--- config.mk ---
export PLATFORM = sky130hd
export DESIGN_NAME = serial_sub4b
export DESIGN_NICKNAME = d
export VERILOG_FILES = /design/src/rtl/serial_sub4b_pkg.sv /design/src/rtl/serial_sub4b_full_sub1b.sv /design/src/rtl/serial_sub4b.sv
export SDC_FILE = /design/constraint.sdc
export NUM_CORES = 1
export LEC_CHECK = 0
export ABC_AREA = 1
export CORE_MARGIN = 8
export CORE_UTILIZATION = 50
export CTS_CLUSTER_SIZE = 40
export DETAILED_ROUTE_END_ITERATION = 8
export HOLD_SLACK_MARGIN = 0.06
export PLACE_DENSITY = 0.79
export SETUP_SLACK_MARGIN = 0.15
export SKIP_LAST_GASP = 1
export SYNTH_ARGS = -nofsm -noshare
export SYNTH_HDL_FRONTEND = slang
export SYNTH_SLANG_ARGS = --single-unit
--- constraint.sdc ---
create_clock -name clk -period 1.9 [get_ports clk]
set_clock_uncertainty 0.2 [all_clocks]
set_input_delay 0.475 -clock clk [delete_from_list [all_inputs] [get_ports clk]]
set_output_delay 0.475 -clock clk [all_outputs]
set_load 0.005 [all_outputs]
--- src/rtl/serial_sub4b_pkg.sv ---
// Shared state encodings and parameter limits for the bit-serial subtractor.
package serial_sub4b_pkg;

    localparam int WIDTH_MIN = 2;
    localparam int WIDTH_MAX = 32;

    typedef enum logic [1:0] {
        ST_IDLE  = 2'd0,
        ST_SHIFT = 2'd1,
        ST_DONE  = 2'd2
    } state_t;

endpackage

--- src/rtl/serial_sub4b_full_sub1b.sv ---
// One-bit full subtractor: d = a - b - bin, with borrow-out.
module full_sub1b (
    input  logic a,
    input  logic b,
    input  logic bin,
    output logic d,
    output logic bout
);
    assign d    = a ^ b ^ bin;
    assign bout = (~a & b) | (~(a ^ b) & bin);
endmodule

--- src/rtl/serial_sub4b.sv ---
// Bit-serial subtractor: diff = a - b - bin over WIDTH cycles, LSB first,
// through a single full-subtractor cell and a registered borrow.
module serial_sub4b
    import serial_sub4b_pkg::*;
#(
    parameter int WIDTH = 4
) (
    input  logic             clk,
    input  logic             rst,
    input  logic             start,
    input  logic [WIDTH-1:0] a,
    input  logic [WIDTH-1:0] b,
    input  logic             bin,
    output logic             busy,
    output logic             done,
    output logic [WIDTH-1:0] diff,
    output logic             bout,
    output logic             ovf
);
    localparam int CW = (WIDTH > 1) ? $clog2(WIDTH) : 1;
    localparam logic [CW-1:0] CNT_LAST = CW'(WIDTH - 1);

    state_t           state_q, state_d;
    logic [WIDTH-1:0] a_sh_q, a_sh_d;
    logic [WIDTH-1:0] b_sh_q, b_sh_d;
    logic [WIDTH-1:0] res_q, res_d;
    logic [WIDTH-1:0] diff_q, diff_d;
    logic [CW-1:0]    cnt_q, cnt_d;
    logic             brw_q, brw_d;
    logic             a_msb_q, a_msb_d;
    logic             b_msb_q, b_msb_d;
    logic             bout_q, bout_d;
    logic             ovf_q, ovf_d;

    logic cell_d, cell_bout;
    logic accept, last_bit;

    full_sub1b u_cell (
        .a    (a_sh_q[0]),
        .b    (b_sh_q[0]),
        .bin  (brw_q),
        .d    (cell_d),
        .bout (cell_bout)
    );

    // DONE can accept a new request directly, giving back-to-back throughput.
    assign accept   = start && ((state_q == ST_IDLE) || (state_q == ST_DONE));
    assign last_bit = (state_q == ST_SHIFT) && (cnt_q == CNT_LAST);

    always_ff @(posedge clk) begin
        if (rst) begin
            state_q <= ST_IDLE;
            a_sh_q  <= '0;
            b_sh_q  <= '0;
            res_q   <= '0;
            diff_q  <= '0;
            cnt_q   <= '0;
            brw_q   <= 1'b0;
            a_msb_q <= 1'b0;
            b_msb_q <= 1'b0;
            bout_q  <= 1'b0;
            ovf_q   <= 1'b0;
        end else begin
            state_q <= state_d;
            a_sh_q  <= a_sh_d;
            b_sh_q  <= b_sh_d;
            res_q   <= res_d;
            diff_q  <= diff_d;
            cnt_q   <= cnt_d;
            brw_q   <= brw_d;
            a_msb_q <= a_msb_d;
            b_msb_q <= b_msb_d;
            bout_q  <= bout_d;
            ovf_q   <= ovf_d;
        end
    end

    always_comb begin
        state_d = ST_IDLE;
        unique case (state_q)
            ST_IDLE:  state_d = start ? ST_SHIFT : ST_IDLE;
            ST_SHIFT: state_d = last_bit ? ST_DONE : ST_SHIFT;
            ST_DONE:  state_d = start ? ST_SHIFT : ST_IDLE;
            default:  state_d = ST_IDLE;
        endcase
    end

    // Datapath next-state; visible results only move on the final bit.
    always_comb begin
        a_sh_d  = a_sh_q;
        b_sh_d  = b_sh_q;
        res_d   = res_q;
        diff_d  = diff_q;
        cnt_d   = cnt_q;
        brw_d   = brw_q;
        a_msb_d = a_msb_q;
        b_msb_d = b_msb_q;
        bout_d  = bout_q;
        ovf_d   = ovf_q;
        if (accept) begin
            a_sh_d  = a;
            b_sh_d  = b;
            res_d   = '0;
            cnt_d   = '0;
            brw_d   = bin;
            a_msb_d = a[WIDTH-1];
            b_msb_d = b[WIDTH-1];
        end else if (state_q == ST_SHIFT) begin
            a_sh_d = a_sh_q >> 1;
            b_sh_d = b_sh_q >> 1;
            res_d  = {cell_d, res_q[WIDTH-1:1]};
            brw_d  = cell_bout;
            cnt_d  = cnt_q + CW'(1);
            if (last_bit) begin
                // On the last bit the cell output is the result MSB.
                diff_d = {cell_d, res_q[WIDTH-1:1]};
                bout_d = cell_bout;
                ovf_d  = (a_msb_q ^ b_msb_q) & (a_msb_q ^ cell_d);
            end
        end
    end

    always_comb begin
        busy = (state_q == ST_SHIFT);
        done = (state_q == ST_DONE);
        diff = diff_q;
        bout = bout_q;
        ovf  = ovf_q;
    end

endmodule

==> impl_metrics.toml, run 1 <==
[setup_path]
crit_type = "flip-flop to output port"
end_kind = "output port"
crit_required_ns = 1.22
cp-start-kind = "flip-flop"
cp_data_arrival_time_ns = 1.02
cp_max_fo = 3
critical_path.cell_chain = "buf_6 -> nor2_4 -> buf_2"
cpPeakStageDelay_ns = 0.38
slowest_stage = "dfxtp_4"

[drt]
via_count = 963
avgViaCountPerCell = 4.96
dr.pass1.iters = 4
ant_nets = 0
first_iter_violations = 24
drc = 0
routedWlPerCell_um = 12.6
finalWirelength_um = 2440

[sta]
setup_viol_count_final = 0
hold_viol_final = 0
rsz0062_at_grt = "no"
period_share_pct = 89.1
worst_slack_ns = 0.207
max_slew_margin_pct = 78.9
tightest_slew_ns = 0.315
fin_tns_setup_ns = 0
fin_crit_ns = 1.69
slew_violations = 0
max_freq_mhz = 591

[grt]
antenna_found_initial = 0
grt-ovfl-total = 0
first_global_vias = 859
grt_start_max_net_pins = 15
grt_pass1_wl_um = 3970
grt_use_total_pct = 14.1

[place]
io_buffers = 19
dp_slack_ns = -0.00822
place_congestion = 0.869
dp_cells = 189
dp_hpwl_um = 1800
dpl_cell_area_sq_mm = 0.00131

[cells_and_area]
fillCellCount = 159
final_core_util_pct = 69.8
layout-drive-gt1-share_pct = 18.0
fin_area_sq_mm = 0.00138
nets = 182
final_cells = 194
synthToLayoutAreaGrowth_pct = 30.5
antenna_cells = 0

[run]
maxCapViolCount = 0

[synth]
netlist_area_sq_mm = 0.00106
synth-seq-cells = 24
avgSynthCellArea_sq_um = 7.62
syn_nets = 153
syn_inst = 139
synth_warnings = 0
seq_area_frac_synth_pct = 45.3
synth.distinct_cells = 22

[cts]
cts_sinks = 24
ctsRootBufferMaster = "clkbuf_4"
clk_path_buf_depth = 2
clkTransAtPathRegs_ns = 0.14
tritoncts = "done"
h-tree-depth = 1
clk_latency_ns = 0.32
cts_buffers = 3

[floorplanning]
coreArea_sq_mm = 0.00198
io_pins = 20
initial_core_util_pct = 53.5
dieArea_sq_mm = 0.00385
fp.dieW_um = 62.0
num_rows = 16
die-height_um = 62.0

[power]
ir_drop_v = 0.000599
p_leak_nw = 0.618
power.density_mw_per_mm2 = 797

[outcome]
outcome = "completed"

[min_path]
hold_class = "flip-flop to flip-flop"
[repair_timing]
| item | 4_1_cts | 5_1_grt |
|---|---|---|
| setup endpoints to repair | 8 | 3 |
| gates resized for setup | 21 | 5 |
| setup buffers | 1 | 0 |
| pin swaps | 0 | 1 |
| hold buffers | 0 | 0 |
[registers in the layout, summed over array words and instances, names as in the netlist]
register / count
bout: 1
a_msb_q: 1
res_q: 3
cnt_q: 2
brw_q: 1
ovf: 1
diff: 4
b_msb_q: 1
a_sh_q: 4
b_sh_q: 4
state_q: 2
[report_power, final]
group          total (W)  switching, W  internal, W
registers       0.000545     0.0000155     0.000530
clock network   0.000377      0.000163     0.000213
logic           0.000180      0.000100    0.0000793
[cell usage in the layout, fill, tap and decap left out, drive strengths merged]
master	n
nand2	41
dfxtp	24
inv	19
a21oi	15
nor2	13
clkdlybuf4s50	11
nand3	11
buf	8
dlygate4sd2	6
o21ai	4
clkbuf	4
nand3b	3
nor3	2
clkinv	1
xor2	1
o22ai	1
fa	1
ha	1
bufinv	1
[worst max-delay path: cells and delay by family, from the launching register on]
family        cells  cell delay (ns)
flops             1             0.38
buf+inv           2             0.24
simple gates      1             0.08
[cell usage after synthesis]
cell type	n	area, sq um
a21oi_1	15	75.1
nand2_2	1	6.26
o21ai_0	4	20.0
nand3b_1	3	22.5
fa_1	1	20.0
o22ai_1	1	6.26
nor2_4	1	11.3
ha_1	1	12.5
nor3_1	2	10.0
nand2_1	37	139
nand2_4	2	22.5
clkinv_1	1	3.75
clkbuf_1	1	3.75
nand3_4	1	17.5
dfxtp_1	24	480
xor2_1	1	8.76
buf_6	1	11.3
nand3_1	10	50.1
inv_1	18	67.6
nor2_1	12	45.0
nand2_8	1	20.0
inv_4	1	6.26
[worst paths after layout]
| kind | slack, ns | start | cells past startpoint | end |
|---|---|---|---|---|
| setup / recovery | 0.21 | state_q[0] | 3 | done |
| hold / removal | 0.27 | diff[3] | 2 | diff[3] |
| setup reg to reg | 0.26 | b_sh_q[0] | 6 | ovf |
| hold reg to reg | 0.27 | diff[3] | 2 | diff[3] |
[routing by layer]
layer  wire length (um)  part of all wire [%]  track usage (%)  vias up
li1                   -                     -                -      494
met1               1090                    45             17.8      445
met4                 57                   2.3             5.52        0
met5                  0                     0                0        -
met2               1200                    49             22.0       16
met3                 99                   4.1             4.12        8
[logic make-up after synthesis]
kind of cell	Yosys count	share of synthesized area, %
adder cells (fa/ha/maj)	2	3.07
flip-flops	24	45.3
buffers and inverters	22	8.74
AO/OA/AOI/OAI	20	9.56
AND/OR/NAND/NOR	70	32.5
XOR/XNOR	1	0.827
[final cells by class]
type	instances	area, sq um	share of cell area [%]
clock buffer	3	22.5	1.63
inverter	20	77.6	5.61
tap	27	33.8	2.44
clock inverter	1	30.0	2.17
timing repair buffer	26	229	16.6
sequential	24	493	35.7
multi-input combinational	93	497	35.9
[through the flow]
step	hold slack [ns]	power, W
finish	0.268	0.00110
global route	0.288	0.00116
CTS	0.273	0.00110
detailed placement	0.257	0.000727
global placement	0.253	0.000721
floorplan	0.240	0.000660
Power figures use the tool's default switching activity.
==> run 2, diff against run 1 <==
CORE_UTILIZATION = 53   (was 50)
PLACE_DENSITY = 0.91   (was 0.79)
clock period = 2 ns   (was 1.9 ns; I/O delays follow)
==> run 2 against run 1 <==
Effect of this change: final cell count fell by 1.0%; sequential power decreased by 4.8%; die area down 4.2%; clock power is 5.8% lower; critical path depth did not move; via count is 4.4% higher; first-iteration DRC count is 63% higher; critical path type unchanged; largest cell class is now sequential cells; largest power group unchanged.
==> impl_metrics.toml, run 2 (same netlist as run 1, synthesis figures left out) <==
[outcome]
outcome = "completed"

[place]
io_buffers = 19
dp_hpwl_um = 2000
place_congestion = 0.830
dp_slack_ns = 0.128
dpl_cell_area_sq_mm = 0.00130

[power]
ir_drop_v = 0.000451
power.density_mw_per_mm2 = 769
fin_total_pwr_w = 0.00104
p_leak_nw = 0.612

[grt]
first_global_vias = 1063
antenna_found_initial = 0
grt_start_max_net_pins = 15
grt_pass1_wl_um = 4770
grt_use_total_pct = 17.6
grt-ovfl-total = 0

[drt]
drc = 0
first_iter_violations = 39
via_count = 1005
ant_nets = 0
dr.pass1.iters = 4
avgViaCountPerCell = 5.23
finalWirelength_um = 2900
routedWlPerCell_um = 15.1

[sta]
slew_violations = 0
setup_viol_count_final = 0
max_slew_margin_pct = 77.9
fin_tns_setup_ns = 0
tightest_slew_ns = 0.330
max_freq_mhz = 554
rsz0062_at_grt = "no"
hold_viol_final = 0
fin_crit_ns = 1.81
period_share_pct = 90.3
worst_slack_ns = 0.194

[cells_and_area]
layout_common_cells = "37 x nand2_1, 17 x inv_1, 16 x dfxtp_1, 15 x a21oi_1, 12 x nor2_1"
antenna_cells = 0
final_common_cell = "nand2_1"
fin_area_sq_mm = 0.00136
nets = 180
layout-drive-gt1-share_pct = 15.8
synthToLayoutAreaGrowth_pct = 28.1

[setup_path]
end_kind = "output port"
cp_data_arrival_time_ns = 1.11
cp-start-kind = "flip-flop"
cp_max_fo = 5
crit_type = "flip-flop to output port"
crit_required_ns = 1.30

[cts]
clk_path_buf_depth = 2
clkTransAtPathRegs_ns = 0.14
cts_buffers = 3
cts_sinks = 24
clk_latency_ns = 0.32
ctsRootBufferMaster = "clkbuf_4"
ctsHoldBuffers = 0
tritoncts = "done"
h-tree-depth = 1

[run]
maxCapViolCount = 0

[floorplanning]
num_rows = 16
io_pins = 20
dieArea_sq_mm = 0.00369
initial_core_util_pct = 55.1
fp.dieW_um = 60.7
coreArea_sq_mm = 0.00192
die-height_um = 60.7

[min_path]
hold_class = "flip-flop to flip-flop"
==> run 2: changes by cell type in the layout (fill, tap and decap cells not counted) <==
| cell | previous run | this run |
|---|---|---|
| buf_6 | 1 | 0 |
| buf_4 | 6 | 5 |
| fa_2 | 1 | 0 |
| nor2_4 | 2 | 1 |
| inv_1 | 18 | 17 |
| buf_2 | 1 | 0 |
| nor2_1 | 11 | 12 |
| inv_2 | 0 | 1 |
| fa_1 | 0 | 1 |
| dlygate4sd2_1 | 6 | 7 |
==> run 2: final timing paths <==
check / cells after the start / from / slack, ns / to
worst min-delay path: 2 / diff[2] / 0.28 / diff[2]
worst max-delay path: 3 / state_q[0] / 0.19 / busy
worst min register to register: 2 / diff[2] / 0.28 / diff[2]
worst max register to register: 6 / b_sh_q[0] / 0.34 / ovf
==> run 2: final cells by class <==
| class | instances | area (sq um) |
|---|---|---|
| clock buffer | 3 | 22.5 |
| clock inverter | 1 | 30.0 |
| fill | 164 | 564 |
| inverter | 20 | 77.6 |
| multi-input combinational | 93 | 487 |
| sequential | 24 | 493 |
| tap | 27 | 33.8 |
| timing repair buffer | 24 | 214 |
==> run 2: metrics by stage <==
stage / utilization, % / instances / hold WS [ns]
4_1_cts: 70.8 / 192 / 0.277
3_3_place_gp: 67.6 / 187 / 0.255
5_1_grt: 70.6 / 192 / 0.300
2_1_floorplan: - / 139 / 0.240
3_5_place_dp: 67.6 / 187 / 0.263
6_report: 70.6 / 192 / 0.277
==> run 2: timing repair <==
| item | 4_1_cts | 5_1_grt |
|---|---|---|
| setup endpoints to repair | 8 | 1 |
| setup buffers | 1 | 0 |
| gates resized for setup | 18 | 2 |
==> run 2: report_power, final <==
part | switching, W | internal [W] | leakage (nW)
registers | 0.0000162 | 0.000503 | 0.200
logic | 0.0000991 | 0.0000707 | 0.384
clock network | 0.000153 | 0.000203 | 0.0279
==> run 2: per-layer routing <==
layer	GRT usage, %	share of wire [%]	vias to the layer above
li1	-	-	488
met1	17.0	37	469
met2	34.2	55	38
met3	2.54	4.5	10
met4	10.3	3.5	0
met5	0	0	-
==> run 2: critical path, stage by stage, from the launching register on <==
cell and delay, ns:
dfxtp_4 0.37, inv_4 0.11, nor2_4 0.05, dlygate4sd2_1 0.26
